--- src/rtl/rv_iommu_axi4_bc_err.sv ---
// AXI4 4 KiB-style boundary checker for one address channel. Legal requests pass through.
// Illegal ones are absorbed, and this block generates the SLVERR response (R beats, or W drain + B).
module rv_iommu_axi4_bc_err #(
  parameter int unsigned ADDR_WIDTH    = 64,
  parameter int unsigned ID_WIDTH      = 4,
  parameter int unsigned DATA_WIDTH    = 64,
  parameter int unsigned BOUNDARY_LOG2 = 12,
  parameter int unsigned IS_WRITE      = 0,
  parameter int unsigned ROUTE_DEPTH   = 4
) (
  input  logic                  clk_i,
  input  logic                  rst_ni,
  input  logic                  req_valid_i,
  output logic                  req_ready_o,
  input  logic [ID_WIDTH-1:0]   req_id_i,
  input  logic [ADDR_WIDTH-1:0] req_addr_i,
  input  logic [7:0]            req_len_i,
  input  logic [2:0]            req_size_i,
  input  logic [1:0]            req_burst_i,
  output logic                  req_valid_o,
  input  logic                  req_ready_i,
  input  logic                  w_valid_i,
  output logic                  w_ready_o,
  input  logic                  w_last_i,
  output logic                  w_valid_o,
  input  logic                  w_ready_i,
  output logic                  err_valid_o,
  input  logic                  err_ready_i,
  output logic [ID_WIDTH-1:0]   err_id_o,
  output logic                  err_last_o
);

  localparam int unsigned CW = BOUNDARY_LOG2 + 12;
  localparam int unsigned PW = (ROUTE_DEPTH > 1) ? $clog2(ROUTE_DEPTH) : 1;
  localparam int unsigned NW = PW + 1;
  localparam logic [2:0] MaxSize = 3'($clog2(DATA_WIDTH / 8));
  localparam logic [CW-1:0] Lim = CW'(1) << BOUNDARY_LOG2;

  typedef enum logic [0:0] {StRIdle, StRErr} r_state_e;

  // ---------------------------------------------------------------------------------------------
  // Legality check
  // ---------------------------------------------------------------------------------------------
  logic [CW-1:0] off, beat, span;
  logic          wrap_len_ok;
  logic          legal;
  logic          unused_addr_hi;

  assign off            = CW'(req_addr_i[BOUNDARY_LOG2-1:0]);
  assign beat           = CW'(1) << req_size_i;
  assign span           = (CW'(req_len_i) + CW'(1)) << req_size_i;
  assign wrap_len_ok    = (req_len_i == 8'd1) || (req_len_i == 8'd3) ||
                          (req_len_i == 8'd7) || (req_len_i == 8'd15);
  assign unused_addr_hi = ^req_addr_i[ADDR_WIDTH-1:BOUNDARY_LOG2];

  always_comb begin
    legal = 1'b0;
    case (req_burst_i)
      2'b00:   legal = (off + beat) <= Lim;
      2'b01:   legal = (off + span) <= Lim;
      2'b10:   legal = wrap_len_ok && ((off & (beat - CW'(1))) == '0) && (span <= Lim);
      default: legal = 1'b0;
    endcase
    if (req_size_i > MaxSize) legal = 1'b0;
  end

  // ---------------------------------------------------------------------------------------------
  // State
  // ---------------------------------------------------------------------------------------------
  r_state_e            state_q, state_d;
  logic [7:0]          cnt_q, cnt_d;
  logic [ID_WIDTH-1:0] err_id_q, err_id_d;
  logic                b_valid_q, b_valid_d;
  logic [ID_WIDTH:0]   mem_q [ROUTE_DEPTH];
  logic [ID_WIDTH:0]   mem_d [ROUTE_DEPTH];
  logic [PW-1:0]       wr_ptr_q, wr_ptr_d, rd_ptr_q, rd_ptr_d;
  logic [NW-1:0]       count_q, count_d;

  logic [ID_WIDTH:0]   head;
  logic                empty, full, not_full;
  logic                push, pop, load, w_rdy;

  assign head  = mem_q[rd_ptr_q];
  assign empty = (count_q == '0);
  assign full  = (count_q == NW'(ROUTE_DEPTH));

  always_comb begin
    state_d     = state_q;
    cnt_d       = cnt_q;
    err_id_d    = err_id_q;
    b_valid_d   = b_valid_q;
    mem_d       = mem_q;
    wr_ptr_d    = wr_ptr_q;
    rd_ptr_d    = rd_ptr_q;
    count_d     = count_q;
    push        = 1'b0;
    pop         = 1'b0;
    load        = 1'b0;
    w_rdy       = 1'b0;
    not_full    = 1'b0;
    req_valid_o = 1'b0;
    req_ready_o = 1'b0;
    w_valid_o   = 1'b0;
    w_ready_o   = 1'b0;
    err_valid_o = 1'b0;
    err_id_o    = err_id_q;
    err_last_o  = 1'b0;

    if (IS_WRITE != 0) begin
      // W routing is resolved first so a wlast pop can free a full FIFO for a same-cycle push.
      if (!empty) begin
        if (!head[ID_WIDTH]) begin
          w_valid_o = w_valid_i;
          w_rdy     = w_ready_i;
          pop       = w_valid_i && w_ready_i && w_last_i;
        end else begin
          w_rdy = !(w_last_i && b_valid_q && !err_ready_i);
          pop   = w_valid_i && w_rdy && w_last_i;
          load  = pop;
        end
      end
      w_ready_o = w_rdy;
      not_full  = !full || pop;

      if (legal) begin
        req_valid_o = req_valid_i && not_full;
        req_ready_o = req_ready_i && not_full;
        push        = req_valid_i && req_ready_i && not_full;
      end else begin
        req_ready_o = not_full;
        push        = req_valid_i && not_full;
      end

      if (push) begin
        mem_d[wr_ptr_q] = {!legal, req_id_i};
        wr_ptr_d        = wr_ptr_q + PW'(1);
      end
      if (pop) rd_ptr_d = rd_ptr_q + PW'(1);
      count_d = count_q + NW'(push) - NW'(pop);

      b_valid_d = (b_valid_q && !err_ready_i) || load;
      if (load) err_id_d = head[ID_WIDTH-1:0];
      err_valid_o = b_valid_q;
      err_last_o  = 1'b1;
    end else begin
      case (state_q)
        StRIdle: begin
          if (legal) begin
            req_valid_o = req_valid_i;
            req_ready_o = req_ready_i;
          end else begin
            req_ready_o = 1'b1;
            if (req_valid_i) begin
              state_d  = StRErr;
              err_id_d = req_id_i;
              cnt_d    = req_len_i;
            end
          end
        end
        StRErr: begin
          err_valid_o = 1'b1;
          err_last_o  = (cnt_q == 8'd0);
          if (err_ready_i) begin
            if (cnt_q == 8'd0) state_d = StRIdle;
            else               cnt_d   = cnt_q - 8'd1;
          end
        end
        default: state_d = StRIdle;
      endcase
    end

    // Outputs are held quiet for the whole reset, even though several are combinational.
    if (!rst_ni) begin
      req_valid_o = 1'b0;
      req_ready_o = 1'b0;
      w_valid_o   = 1'b0;
      w_ready_o   = 1'b0;
      err_valid_o = 1'b0;
      err_id_o    = '0;
      err_last_o  = 1'b0;
    end
  end

  always_ff @(posedge clk_i or negedge rst_ni) begin
    if (!rst_ni) begin
      state_q   <= StRIdle;
      cnt_q     <= '0;
      err_id_q  <= '0;
      b_valid_q <= 1'b0;
      wr_ptr_q  <= '0;
      rd_ptr_q  <= '0;
      count_q   <= '0;
      for (int i = 0; i < ROUTE_DEPTH; i++) mem_q[i] <= '0;
    end else begin
      state_q   <= state_d;
      cnt_q     <= cnt_d;
      err_id_q  <= err_id_d;
      b_valid_q <= b_valid_d;
      wr_ptr_q  <= wr_ptr_d;
      rd_ptr_q  <= rd_ptr_d;
      count_q   <= count_d;
      mem_q     <= mem_d;
    end
  end

endmodule
--- config.mk ---
export PLATFORM = sky130hd
export DESIGN_NAME = rv_iommu_axi4_bc_err
export DESIGN_NICKNAME = d
export VERILOG_FILES = /design/src/rtl/rv_iommu_axi4_bc_err.sv
export SDC_FILE = /design/constraint.sdc
export NUM_CORES = 1
export LEC_CHECK = 0
export ABC_AREA = 1
export BUFFER_PORTS_ARGS = -buffer_cell sky130_fd_sc_hd__buf_2
export CORE_ASPECT_RATIO = 1.1
export CORE_MARGIN = 1.5
export CORE_UTILIZATION = 40
export DETAILED_ROUTE_END_ITERATION = 6
export PLACE_DENSITY = 0.69
export SLEW_MARGIN = 20
export SYNTH_ARGS = -nofsm -noshare
export SYNTH_HDL_FRONTEND = slang
export SYNTH_SLANG_ARGS = --single-unit
--- constraint.sdc ---
create_clock -name clk_i -period 2.85 [get_ports clk_i]
set_input_delay 0.1425 -clock clk_i [delete_from_list [all_inputs] [get_ports clk_i]]
set_output_delay 0.1425 -clock clk_i [all_outputs]
set_load 0.01 [all_outputs]
==> results of run 1 <==
## worst paths after layout
check / start / slack (ns) / end
setup / recovery: req_len_i[1] / -0.35 / req_ready_o
hold / removal: req_id_i[3] / 0.1 / err_id_q[3]
setup reg to reg: cnt_q[0] / 0.99 / cnt_q[4]
hold reg to reg: cnt_q[7] / 0.50 / cnt_q[7]
max in group asynchronous: rst_ni / 2.21 / err_id_q[3]
min in group asynchronous: rst_ni / 0.35 / cnt_q[6]
## through the flow
stage | instance area [um2] | power, mW | utilization, % | setup TNS (ns) | setup slack [ns]
floorplan | 2740 | 0.997 | - | 0 | 0.0242
global placement | 3450 | 1.27 | 52.4 | -7.94 | -0.573
detailed placement | 3450 | 1.30 | 52.4 | -8.93 | -0.633
CTS | 3780 | 1.55 | 57.3 | -2.60 | -0.333
global route | 3890 | 1.75 | 59.0 | -6.37 | -0.543
finish | 3890 | 1.59 | 59.0 | -3.25 | -0.354
## tightest hold or removal path: cells and delay by family
family / cells / cell delay, ns
buffers and inverters: 1 / 0.07
AND/OR/NAND/NOR: 2 / 0.09
## state kept, by name (all words and copies together) (netlist names)
name,cells
state_q,1
err_id_q,4
cnt_q,8
## power breakdown
group / total (mW) / internal (mW) / switching, mW
Sequential: 0.348 / 0.270 / 0.0782
Combinational: 1.07 / 0.462 / 0.607
Clock: 0.168 / 0.0990 / 0.0687
## cells in the mapped netlist (all sizes together)
library cell | count | area share [%]
ha | 25 | 11
inv | 68 | 9.3
a22o | 1 | 0.32
nor4 | 1 | 0.23
conb | 1 | 0.14
a31oi | 1 | 0.23
a21boi | 1 | 0.27
nor3 | 8 | 1.5
nand4 | 12 | 2.7
o21bai | 2 | 0.69
nand2 | 152 | 23
o22ai | 3 | 0.69
buf | 6 | 1.3
a21oi | 13 | 2.4
fa | 2 | 1.5
o21ai | 38 | 7.1
nand3 | 51 | 9.9
a31o | 1 | 0.32
xor2 | 3 | 0.96
o2111ai | 2 | 0.64
clkbuf | 4 | 0.55
a21o | 1 | 0.27
mux2i | 4 | 1.5
xnor2 | 4 | 1.3
o211ai | 2 | 0.55
nor2 | 54 | 8.8
dfrtp | 13 | 12
nand3b | 2 | 0.55
## logic make-up (layout without fill, tap and decap cells)
logic type,count (synthesis),after routing,synth area share (%)
compound gates,65,65,13.4
xor+xnor,7,7,2.24
fa+ha+maj,27,27,12.9
buf+inv,78,186,11.2
flops,13,13,11.9
mux,4,4,1.46
other cells,1,2,0.137
simple gates,280,280,46.8
## timing repair
action / 4_1_cts / 5_1_grt
buffers inserted: 7 / 4
hold buffers: 1 / 0
pin swaps: 35 / 25
setup endpoints to repair: 15 / 15
gates resized for setup: 61 / 26
endpoints found under the hold margin: 13 / 0
## layout make-up
cell class	count	share of cell area [%]
inverter	68	6.56
tap	82	2.64
sequential	13	8.37
clock buffer	4	1.16
multi-input combinational	385	61.0
timing repair buffer	114	20.2
## routing by layer
| metal | vias up | wire length [um] | GRT usage, % |
|---|---|---|---|
| li1 | 1767 | - | - |
| met3 | 19 | 236 | 1.32 |
| met1 | 1600 | 3490 | 27.0 |
| met4 | 0 | 250 | 8.62 |
| met5 | - | 0 | 0 |
| met2 | 78 | 4390 | 42.3 |
==> flow_metrics.tcl, run 1 <==
set metrics [dict create \
    setup_viol 15 \
    worst_ep_required_time_ns 2.71 \
    layout_worst_path_cycle_share_pct 112 \
    synth_area_per_cell_um2 5.76 \
    cp.arrival_ns 3.06 \
    fin_crit_ns 3.20 \
    rows 31 \
    first_iter_violations 134 \
    drv_slew 0 \
    rsz0062_at_grt "true" \
    grt_pass1_wl_um 13800 \
    dpl.hpwl_um 6750 \
    cts_made_buffers 3 \
    nFillCells 653 \
    h-tree-depth 1 \
    grt_util_all_layers_pct 23.0 \
    synthToLayoutAreaGrowth_pct 42.2 \
    cpMaxStageDelayCell "ha_1" \
    ys_seq_area_share_pct 11.9 \
    critPathBufInv 4 \
    stdcell_count 666 \
    fp.dieH_um 89.7 \
    slowest_delay_ns 0.36 \
    diodes 0 \
    critPathTopFamily "simple AND/OR/NAND/NOR gates" \
    port_buffers 41 \
    cap_viol_max_count 0 \
    root_buffer "clkbuf_8" \
    finalClockSkew_ns 0.000578 \
    outcome "finished with violations" \
    worstHoldPathCells 3 \
    coreArea_um2 6590 \
    gp_congestion 0.876 \
    power_density_nw_per_um2 408 \
    fin_ws_ns -0.354 \
    die-area_um2 7340 \
    synth-seq-cells 13 \
    drc 0 \
    avgRoutedWirePerCell_um 12.6 \
    firstDrtPassIters 4 \
    hp-class "in -> reg" \
    ant_nets 0 \
    viasPerCell 5.20 \
    violations "setup timing" \
    final_hold_viol_count 0 \
    io_pins 99 \
    dp_cells 650 \
    crit_cells 25 \
    die_w_um 81.8 \
    drt-total-wl_um 8360 \
    synth.distinct_cells 40 \
    clkTransAtPathRegs_ns 0.05 \
    antenna_found_initial 0 \
    ir_drop_uv 319 \
    fmax_mhz 312 \
    netlist_area_um2 2740 \
    seqCellArea_um2 325 \
    clock_latency_ns 0.25 \
    final_common_cell "nand2_1" \
    worst-setup-path-type "in -> out" \
    cts_tree "yes" \
    worst-r2r-cell-count 12 \
    fin_nets 701 \
    grt-ovfl-total 0 \
    drive_gt1_share_pct 32.5 \
    initial_core_util_pct 41.5 \
    grt_start_max_net_pins 21 \
    cp_common_cell "nand2_1" \
    grt_pass1_vias 3185 \
    cts_sinks 13 \
    synth_warnings 0 \
    fin_hold_ws_ns 0.0965 \
    cts_buffer_depth 2 \
    multi_input_area_um2 2370 \
    end_kind "primary output" \
    cp-start-kind "primary input" \
    p_leak_nw 2.13 \
    worstPathMaxFanout 4 \
    mostFrequentLayoutCells "134 x nand2_1, 69 x buf_4, 63 x inv_1" \
    postSynthCellCount 475 \
    num_vias 3464 \
]
Note: power is estimated with default switching activity, not from simulation.
==> run 2, diff against run 1 <==
--- a/config.mk
+++ b/config.mk
@@ -11,7 +11,7 @@
 export CORE_MARGIN = 1.5
 export CORE_UTILIZATION = 40
 export DETAILED_ROUTE_END_ITERATION = 6
-export PLACE_DENSITY = 0.69
+export PLACE_DENSITY = 0.67
 export SLEW_MARGIN = 20
 export SYNTH_ARGS = -nofsm -noshare
 export SYNTH_HDL_FRONTEND = slang
==> constraint.sdc (replaced) <==
create_clock -name clk_i -period 3.8 [get_ports clk_i]
set_input_delay 0.19 -clock clk_i [delete_from_list [all_inputs] [get_ports clk_i]]
set_output_delay 0.19 -clock clk_i [all_outputs]
set_load 0.01 [all_outputs]
==> flow_metrics.tcl, run 2 (synthesized netlist as in run 1, its figures left out) <==
set metrics [dict create \
    firstDrtPassIters 4 \
    dpl_cell_area_um2 3040 \
    drive_gt1_share_pct 18.1 \
    dpl.hpwl_um 5980 \
    avgRoutedWirePerCell_um 11.9 \
    drc 0 \
    grt_pass1_wl_um 12400 \
    diodes 0 \
    largest-register "cnt_q" \
    grt_start_max_net_pins 21 \
    die_w_um 81.8 \
    timing.rr.end "cnt_q[7]" \
    nFillCells 693 \
    max_slew_margin_pct 27.2 \
    io_pins 99 \
    cts_buffer_depth 2 \
    grt-ovfl-total 0 \
    min_to "err_id_q[2]" \
    worst-r2r-cell-count 6 \
    largest_reg_flops 8 \
    setup_viol 0 \
    fin_crit_ns 3.49 \
    viasPerCell 5.09 \
    fmax_mhz 286 \
    drv_slew 0 \
    gp_congestion 0.893 \
    top_regs "cnt_q x8, err_id_q x4, state_q x1" \
    clkTransAtPathRegs_ns 0.05 \
    h-tree-depth 1 \
    end_kind "primary output" \
    cts_tree "yes" \
    power_mw 1.06 \
    outcome "completed" \
    p_leak_nw 1.81 \
    die-area_um2 7340 \
    clock_latency_ns 0.24 \
    cp-start-kind "primary input" \
    layout_worst_path_cycle_share_pct 91.9 \
    hp-class "in -> reg" \
    cts_sinks 13 \
    num_vias 3082 \
    cp.arrival_ns 3.30 \
    root_buffer "clkbuf_8" \
    coreArea_um2 6590 \
    cap_viol_max_count 0 \
    fin_nets 641 \
    finalClockSkew_ns 0.00436 \
    tightestPinTransition_ns 1.09 \
    power_density_nw_per_um2 327 \
    worstPathMaxFanout 4 \
    final_hold_viol_count 0 \
    mostFrequentLayoutCells "141 x nand2_1, 66 x inv_1, 47 x nand3_1" \
    port_buffers 41 \
    rows 31 \
    cts_made_buffers 3 \
    grt_pass1_vias 2912 \
    final_area_um2 3230 \
    worstHoldPathCells 3 \
    first_iter_violations 209 \
    reg2reg_from "state_q" \
    fp.dieH_um 89.7 \
    grt_util_all_layers_pct 20.5 \
    worst-setup-path-type "in -> out" \
    worst_ep_required_time_ns 3.61 \
    final_common_cell "nand2_1" \
    antenna_found_initial 0 \
    synthToLayoutAreaGrowth_pct 18.3 \
    rrSetupSlack_ns 1.58 \
    hp-start "req_id_i[2]" \
    drt-total-wl_um 7210 \
    initial_core_util_pct 41.5 \
    ant_nets 0 \
    ir_drop_uv 228 \
]
[run 2: cell types whose count changed in the layout (fill, tap and decap cells not counted), sizes merged]
cell	before	now
buf	113	52
clkbuf	4	5
[run 2: worst max-delay path, stage by stage]
cell	delay, ns
clkbuf_4	0.15
ha_2	0.21
nand2_2	0.07
inv_1	0.08
buf_4	0.13
nand2_4	0.07
nor2_8	0.12
nand2_1	0.10
o21ai_2	0.20
nand2_1	0.06
o21ai_0	0.11
ha_1	0.30
buf_4	0.15
a21oi_1	0.23
o2111ai_2	0.18
nand3_1	0.13
nand2_1	0.05
nand2_1	0.05
nand3_1	0.08
o21bai_2	0.15
nand2_2	0.10
o211ai_1	0.19
inv_1	0.05
buf_2	0.13
[run 2: layer usage]
| layer | up-vias | share of wire [%] | global-route usage, % |
|---|---|---|---|
| li1 | 1646 | - | - |
| met1 | 1349 | 46 | 26.0 |
| met2 | 80 | 49 | 36.2 |
| met3 | 7 | 4.3 | 1.32 |
| met4 | 0 | 1.1 | 5.79 |
| met5 | - | 0 | 0 |
[run 2: report_power, final]
group	total [mW]	switching [mW]	internal, mW
Combinational	0.677	0.406	0.271
Clock	0.124	0.0496	0.0741
Sequential	0.259	0.0559	0.203
Total	1.06	0.511	0.548
[run 2: timing repair]
action | CTS | global route
setup buffers | 0 | 6
resized for setup | 0 | 30
hold endpoints to repair | 13 | 0
setup endpoints to repair | 0 | 10
hold buffers | 1 | 0
[run 2: per-stage QoR]
| stage | TNS (ns) | util [%] | cells | setup WS [ns] | hold slack (ns) |
|---|---|---|---|---|---|
| finish | 0 | 49.1 | 606 | 0.308 | 0.150 |
| detailed placement | 0 | 46.1 | 595 | 0.173 | 0.140 |
| floorplan | 0 | - | 476 | 0.816 | -0.106 |
| CTS | 0 | 47.0 | 600 | 0.152 | 0.144 |
| global placement | 0 | 46.1 | 595 | 0.220 | 0.138 |
| global route | -0.0370 | 49.1 | 606 | -0.0370 | 0.177 |
[run 2: worst max-delay path by stage]
stage,end,start,slack (ns)
global route,req_ready_o,req_len_i[0],-0.04
CTS,req_ready_o,req_len_i[0],0.15
detailed placement,req_ready_o,req_len_i[0],0.17
global placement,req_ready_o,req_len_i[0],0.22
floorplan,cnt_q[0],req_size_i[0],0.82
finish,req_ready_o,req_len_i[0],0.31
[run 2: final cells by class]
| class | instances | area, um2 | share of cell area (%) |
|---|---|---|---|
| Clock buffer | 4 | 45.0 | 1.39 |
| Inverter | 68 | 255 | 7.89 |
| Multi-Input combinational cell | 385 | 2190 | 67.9 |
| Sequential cell | 13 | 325 | 10.1 |
| Tap cell | 82 | 103 | 3.17 |
| Timing Repair Buffer | 54 | 312 | 9.63 |
